==> src/rtl/player_pkg.sv <==
// Shared encodings and default physics constants for the dino vertical-motion engine.
package player_pkg;

   typedef enum logic [1:0] {
      ST_GROUND   = 2'd0,
      ST_RISE     = 2'd1,
      ST_FALL     = 2'd2,
      ST_FASTDROP = 2'd3
   } motion_st_t;

   localparam int DEF_POS_W             = 6;
   localparam int DEF_VEL_W             = 4;
   localparam int DEF_JUMP_VELOCITY     = -7;
   localparam int DEF_GRAVITY           = 1;
   localparam int DEF_FASTDROP_VELOCITY = 6;
   localparam int DEF_MAX_FALL_VELOCITY = 6;
   localparam int DEF_HOLD_TICKS        = 4;

endpackage

==> src/rtl/player_motion_ctrl_sat_add.sv <==
// Signed saturating adder: clamps to the W-bit signed range instead of wrapping.
// Purely combinational; no handshake.
module sat_add_s #(
   parameter int W = 8
) (
   input  logic signed [W-1:0] a,
   input  logic signed [W-1:0] b,
   output logic signed [W-1:0] sum
);

   logic signed [W:0] full;

   assign full = {a[W-1], a} + {b[W-1], b};

   // Sign bits of the extended sum disagree only on overflow.
   always_comb begin
      sum = full[W-1:0];
      if (full[W] != full[W-1]) begin
         sum = full[W] ? {1'b1, {(W-1){1'b0}}} : {1'b0, {(W-1){1'b1}}};
      end
   end

endmodule

==> src/rtl/player_motion_ctrl.sv <==
// Dino vertical-motion engine: two-phase tick physics, held jump, fast drop; outputs registered, 1-cycle latency.
// No backpressure (strobes always accepted); DOUBLE_JUMP_EN adds one mid-air jump per airtime.
module player_motion_ctrl
   import player_pkg::*;
#(
   parameter int POS_W             = DEF_POS_W,
   parameter int VEL_W             = DEF_VEL_W,
   parameter int JUMP_VELOCITY     = DEF_JUMP_VELOCITY,
   parameter int GRAVITY           = DEF_GRAVITY,
   parameter int FASTDROP_VELOCITY = DEF_FASTDROP_VELOCITY,
   parameter int MAX_FALL_VELOCITY = DEF_MAX_FALL_VELOCITY,
   parameter int HOLD_TICKS        = DEF_HOLD_TICKS
) (
   input  logic                    clk,
   input  logic                    reset,
   input  logic                    vel_tick,
   input  logic                    pos_tick,
   input  logic                    jump_btn,
   input  logic                    down_btn,
   output logic signed [POS_W-1:0] position,
   output logic signed [VEL_W-1:0] velocity,
   output logic [1:0]              state,
   output logic                    duck,
   output logic                    land_pulse
);

   localparam int HC_W = (HOLD_TICKS > 0) ? $clog2(HOLD_TICKS + 1) : 1;
   localparam logic signed [VEL_W-1:0] JUMP_V     = VEL_W'(JUMP_VELOCITY);
   localparam logic signed [VEL_W-1:0] GRAV_V     = VEL_W'(GRAVITY);
   localparam logic signed [VEL_W-1:0] FDROP_V    = VEL_W'(FASTDROP_VELOCITY);
   localparam logic signed [VEL_W-1:0] MAX_FALL_V = VEL_W'(MAX_FALL_VELOCITY);
   localparam logic [HC_W-1:0]         HOLD_MAX   = HC_W'(HOLD_TICKS);

   motion_st_t              state_q, state_nx;
   logic signed [POS_W-1:0] pos_nx, pos_sum, vel_ext;
   logic signed [VEL_W-1:0] vel_nx, vel_sum, vel_grav;
   logic [HC_W-1:0]         hold_cnt, hold_nx;
   logic                    jump_pend, pend_nx, jump_btn_q, land_nx;
   logic                    airborne, jump_edge, air_jump_ok;

   assign state     = state_q;
   assign airborne  = (state_q != ST_GROUND);
   assign jump_edge = jump_btn & ~jump_btn_q;
   assign vel_ext   = POS_W'(velocity);
   assign vel_grav  = (vel_sum > MAX_FALL_V) ? MAX_FALL_V : vel_sum;

   sat_add_s #(.W(VEL_W)) u_vel_add (.a(velocity), .b(GRAV_V),  .sum(vel_sum));
   sat_add_s #(.W(POS_W)) u_pos_add (.a(position), .b(vel_ext), .sum(pos_sum));

`ifdef DOUBLE_JUMP_EN
   logic dj_avail;

   assign air_jump_ok = dj_avail && (state_q == ST_RISE || state_q == ST_FALL);

   always_ff @(posedge clk or posedge reset) begin
      if (reset) begin
         dj_avail <= 1'b1;
      end else if (land_nx) begin
         dj_avail <= 1'b1;
      end else if (vel_tick && jump_pend && !down_btn &&
                   (state_q == ST_RISE || state_q == ST_FALL)) begin
         dj_avail <= 1'b0;
      end
   end
`else
   assign air_jump_ok = 1'b0;
`endif

   always_comb begin
      state_nx = state_q;
      vel_nx   = velocity;
      pos_nx   = position;
      hold_nx  = hold_cnt;
      pend_nx  = jump_pend;
      land_nx  = 1'b0;

      // A pending jump lives until the next vel_tick; down on the ground cancels it.
      if (vel_tick) pend_nx = 1'b0;
      if (jump_edge && (!airborne || air_jump_ok)) pend_nx = 1'b1;
      if (!airborne && down_btn) pend_nx = 1'b0;

      if (vel_tick) begin
         case (state_q)
            ST_GROUND: begin
               if (jump_pend && !down_btn) begin
                  vel_nx   = JUMP_V;
                  state_nx = ST_RISE;
                  hold_nx  = '0;
               end
            end
            ST_RISE, ST_FALL: begin
               if (down_btn) begin
                  vel_nx   = FDROP_V;
                  state_nx = ST_FASTDROP;
               end else if (jump_pend) begin
                  vel_nx   = JUMP_V;
                  state_nx = ST_RISE;
                  hold_nx  = '0;
               end else if (state_q == ST_RISE && jump_btn && hold_cnt < HOLD_MAX) begin
                  hold_nx = hold_cnt + 1'b1;
               end else begin
                  // Pinning the counter at max stops a re-press from extending this jump.
                  vel_nx  = vel_grav;
                  hold_nx = HOLD_MAX;
                  if (!vel_grav[VEL_W-1]) state_nx = ST_FALL;
               end
            end
            default: ;
         endcase
      end

      // Position uses the pre-update velocity; landing wins over any velocity update.
      if (pos_tick && airborne) begin
         if (!pos_sum[POS_W-1]) begin
            pos_nx   = '0;
            vel_nx   = '0;
            state_nx = ST_GROUND;
            pend_nx  = 1'b0;
            land_nx  = 1'b1;
         end else begin
            pos_nx = pos_sum;
         end
      end
   end

   always_ff @(posedge clk or posedge reset) begin
      if (reset) begin
         position   <= '0;
         velocity   <= '0;
         state_q    <= ST_GROUND;
         hold_cnt   <= '0;
         jump_pend  <= 1'b0;
         jump_btn_q <= 1'b0;
         land_pulse <= 1'b0;
         duck       <= 1'b0;
      end else begin
         position   <= pos_nx;
         velocity   <= vel_nx;
         state_q    <= state_nx;
         hold_cnt   <= hold_nx;
         jump_pend  <= pend_nx;
         jump_btn_q <= jump_btn;
         land_pulse <= land_nx;
         duck       <= (state_q == ST_GROUND) && down_btn;
      end
   end

endmodule

==> config.mk <==
export PLATFORM = sky130hd
export DESIGN_NAME = player_motion_ctrl
export DESIGN_NICKNAME = d
export VERILOG_FILES = /design/src/rtl/player_pkg.sv /design/src/rtl/player_motion_ctrl_sat_add.sv /design/src/rtl/player_motion_ctrl.sv
export SDC_FILE = /design/constraint.sdc
export NUM_CORES = 1
export LEC_CHECK = 0
export CAP_MARGIN = 20
export CORE_MARGIN = 2
export CORE_UTILIZATION = 54
export CTS_BUF_LIST = sky130_fd_sc_hd__clkbuf_16
export CTS_CLUSTER_SIZE = 8
export DETAILED_ROUTE_END_ITERATION = 10
export GPL_TIMING_DRIVEN = 0
export PLACE_DENSITY = 0.79
export SYNTH_ARGS = -nofsm -noshare
export SYNTH_HDL_FRONTEND = slang
export SYNTH_SLANG_ARGS = --single-unit
==> constraint.sdc <==
create_clock -name clk -period 3.2 [get_ports clk]
set_input_delay 0.64 -clock clk [delete_from_list [all_inputs] [get_ports clk]]
set_output_delay 0.64 -clock clk [all_outputs]
set_load 0.03 [all_outputs]
==> summary by stage <==
Setup path
The cell with the largest stage delay on the worst path is sky130_fd_sc_hd__dfrtp_2. The startpoint identified for the worst register-to-register timing path is velocity[0]. On the worst path, the slowest cell contributes a delay of 450 ps. For the worst setup path, the data arrival time is 3150 ps.

The worst register-to-register path has a setup slack of 210 ps. The number of cells on the worst reg-to-reg path is 10. STA classifies the critical path startpoint as a flip-flop. The worst setup path is captured at a flip-flop. Traced cell by cell, the critical path runs through ha_1, fa_1, a211o_1, o211ai_1, a31o_2, ha_1, buf_1, a211o_1, a21o_1, o31ai_1. The worst register-to-register path ends at position[3].

The maximum fanout count along the critical path is 8. The critical path is of the reg -> reg type. The worst path required time is 3360 ps.

Hold path
Counting instances, the worst hold path has a depth of 1. The worst hold path belongs to the class reg -> reg. In this run the most critical hold path is launched from hold_cnt[0]. For hold timing, the worst endpoint is hold_cnt[0].

Global routing
The number of global-route vias before repair is 1241. The largest net degree at the start of global routing is 20. The total overflow left after global routing is 0. The busiest metal layer after global routing is met2. The first global-routing pass estimated 5710 µm of wire.

The initial antenna violation count is 0. The met1 track utilization from global routing is 0.322. In the global route stage, overall resource usage came out at 0.226. The met3 track demand over resource is 0.0349. For met2 alone, demand over resource in global routing was 0.355.

Power and ir drop
The portion of total power attributed to the clock network is 0.131. The relative contribution of sequential cells to total power is 0.221. The proportion of power drawn by combinational gates is 0.648. The reported leakage power is 0.811 nW.

The cell-internal power is 1.03 mW. Summed over all nets, the switching power comes to 916 µW. The maximum resistive drop on vdd is 0.686 mV. The fraction of power spent switching nets is 0.472.

In this run the power density over the cells is 1100 nW/µm².

Final layout
The fraction of final layout cells sized beyond drive strength 1 is 0.0851. The count of filler cells inserted in the layout is 211. The multi-input combinational cells in the finished layout cover a total of 911 µm². The final layout contains 211 nets. Registers take 477 µm². The number of antenna cells inserted is 0. The area growth from synthesis to layout is 20.6%.

Placement
The final estimated routing congestion in global placement is 0.849. Before CTS, the worst setup slack after placement is 154 ps. The port buffer count is 18. The wire-length estimate of the detail-placed layout is 2420 µm.

Floorplanning
The floorplan step defined a die boundary enclosing 3150 µm². The initial utilization of the core area, before any placement, comes to 0.581. From left edge to right edge, the die measures 56.1 µm. The placeable core region is 2520 µm². In this run the core area contains 18 standard-cell rows. The chip height is 56.1 µm. 20 I/O pins were placed.

STA
Setup violations remaining at the end of the flow were counted as 0. The minimum period implied by the final worst setup slack is 2990 ps. The setup slack of the critical path after layout is 212 ps. The number of failing hold endpoints at the final stage is 0. The number of slew-limit violations in the final report is 0. For the pin with the worst max-slew slack, the measured transition is 738 ps.

Headroom to the max-slew limit came out at 0.508. The final cycle utilization of the critical path is 0.934. Setup repair after global routing left no endpoint under its margin. In the final timing run, aggregate negative setup slack is 0 ps. Clock skew on the completed layout was measured at 1.47 ps. The highest achievable clock rate is 0.335 GHz.

Synth
The area fraction in compound gates after synthesis is 0.231. Measured against the total synthesized area, the mux share comes to 0.0179. The unique cell type count in the Yosys netlist is 50. The Yosys step of the flow raised 0 warnings.

Counting flops with a built-in enable in the synthesized netlist gives 0. The largest family of logic cells by synthesized area is compound AO/OA/AOI/OAI gates. The post-synthesis share of cell area spent on and, or, nand and nor gates is 0.211. For this run, the leading register cell type out of synthesis is sky130_fd_sc_hd__dfrtp_1. The adder-cell area share of the yosys netlist is 0.142.

After synthesis the cells add up to 1470 µm². In the synthesized netlist the async set-or-reset flop fraction comes to 1.00. The xor and xnor area share after synthesis is 0.0179.

The part of the Yosys area used for sequential elements is 0.325. A synthesized cell averages 8.83 µm². Synthesis inferred 19 register bits.

Synthesis handed over a netlist of 166 instances. The net count after synthesis is 188.

CTS
TritonCTS built the clock tree. The TritonCTS buffer count is 3. The longest clock path from root to sink contains 2 buffers. The clock net sink count is 19. Clock-pin slew was measured on the worst setup and hold paths at 50 ps. In this run the post-CTS setup repair buffer count came out at 0. The clock root buffer master is sky130_fd_sc_hd__clkbuf_16. The CTS H-tree depth is 1. The clock latency on the worst-skew pair is 250 ps.

Routing
In the final routed layout, each cell accounts on average for 15.5 µm. In this run the remaining antenna-violating nets after routing total 0. The detailed-route vias per instance is 6.00. The number of detailed-routing iterations run before antenna repair is 4. The first routing iteration left 34 violations.

After detailed routing, the number of remaining DRC violations is 0. The via count is 1307. The overall routed net length is 3370 µm.

Outcome
The flow ran to the end, and the final reports show no timing, DRC or antenna violations.

Job
The number of maximum-capacitance constraint violations is 0.
==> synth_stat cells, drive strengths merged, types with 2 or more instances <==
library cell / count / area, µm²
nor3: 3 / 15.0
nand2: 11 / 41.3
a21o: 2 / 15.0
and2: 2 / 13.8
a31oi: 2 / 12.5
nand3: 3 / 27.5
nor2: 17 / 63.8
a211o: 2 / 17.5
a21oi: 10 / 50.1
xor2: 2 / 17.5
clkbuf: 4 / 15.0
a31o: 2 / 17.5
o211ai: 3 / 22.5
ha: 15 / 188
and3: 2 / 12.5
inv: 11 / 41.3
nand2b: 5 / 33.8
dfrtp: 19 / 475
buf: 3 / 26.3
o311ai: 2 / 17.5
o21ai: 17 / 85.1
mux2: 2 / 26.3
o31ai: 2 / 15.0
nor2b: 3 / 18.8
nor3b: 3 / 22.5
==> layout by cell type, fill, tap and decap left out, drive strengths merged, types with 3 or more instances in the layout <==
master          n
nor3            3
buf             3
ha             15
o21ai          17
inv            12
nor2b           3
a21oi          10
nand3           3
nand2          11
nor3b           3
clkdlybuf4s50  18
clkbuf          7
nor2           17
dfrtp          19
nand2b          5
o211ai          3
==> state kept, by name, indices dropped and copies added, names as in the netlist <==
signal / flops
land_pulse: 1
state: 2
jump_pend: 1
position: 6
hold_cnt: 3
velocity: 4
duck: 1
jump_btn_q: 1
==> metal layers <==
metal  vias to the layer above  routed length, µm
met4                         0                 35
li1                        645                  -
met1                       616               1590
met2                        40               1560
met5                         -                  0
met3                         6                187
==> area by class of cell <==
| class | instances | share of cell area |
|---|---|---|
| repair buffers | 18 | 0.102 |
| inverters | 11 | 0.0234 |
| well taps | 30 | 0.0212 |
| multi-input cells | 129 | 0.516 |
| clock inverters | 1 | 0.00212 |
| plain buffers | 7 | 0.0234 |
| clock buffers | 3 | 0.0425 |
| flip-flops and latches | 19 | 0.270 |
==> through the flow <==
stage | utilization | power, mW | cells | hold WS [ps] | area [µm²]
4_1_cts | 0.698 | 1.93 | 218 | 487 | 1760
2_1_floorplan | - | 1.32 | 166 | 450 | 1470
5_1_grt | 0.700 | 2.10 | 218 | 508 | 1770
6_report | 0.700 | 1.94 | 218 | 488 | 1770
3_5_place_dp | 0.667 | 1.66 | 214 | 477 | 1680
3_3_place_gp | 0.667 | 1.62 | 214 | 471 | 1680
==> kinds of logic after synthesis <==
family | Yosys count
AOI/OAI and AO/OA | 52
xor gates and xnor gates | 3
adders and majority gates | 16
buffers and inverters | 18
DFF | 19
muxes | 2
and+or+nand+nor | 56
==> how the worst max path moves through the flow <==
stage                startpoint          end  slack, ps  depth (start not counted)
finish              velocity[0]  position[3]        210                         10
global route        velocity[0]  position[3]         10                         10
detailed placement  velocity[1]  position[3]        150                         10
CTS                 velocity[1]  position[3]        170                         10
global placement    velocity[1]  position[3]        260                         10
floorplan           velocity[0]  position[3]        320                         10
==> power groups by stage <==
| stage | sequential (mW) | combinational [mW] | clock, mW |
|---|---|---|---|
| 2_1_floorplan | 0.549 | 0.768 | 0 |
| 3_3_place_gp | 0.427 | 1.19 | 0 |
| 3_5_place_dp | 0.432 | 1.23 | 0 |
| 4_1_cts | 0.429 | 1.25 | 0.256 |
| 5_1_grt | 0.447 | 1.38 | 0.270 |
| 6_report | 0.430 | 1.26 | 0.254 |
==> worst max-delay path: cells and delay by family (launching register included) <==
kind	cells	cell delay (ps)
compound gates	6	1390
fa+ha+maj	3	860
buf+inv	1	190
flops	1	450
==> what timing repair did <==
action	CTS	global route
gates resized for setup	0	2
hold buffers	0	0
setup endpoints to repair	0	1
No activity file was read; power rests on OpenSTA's default activity.
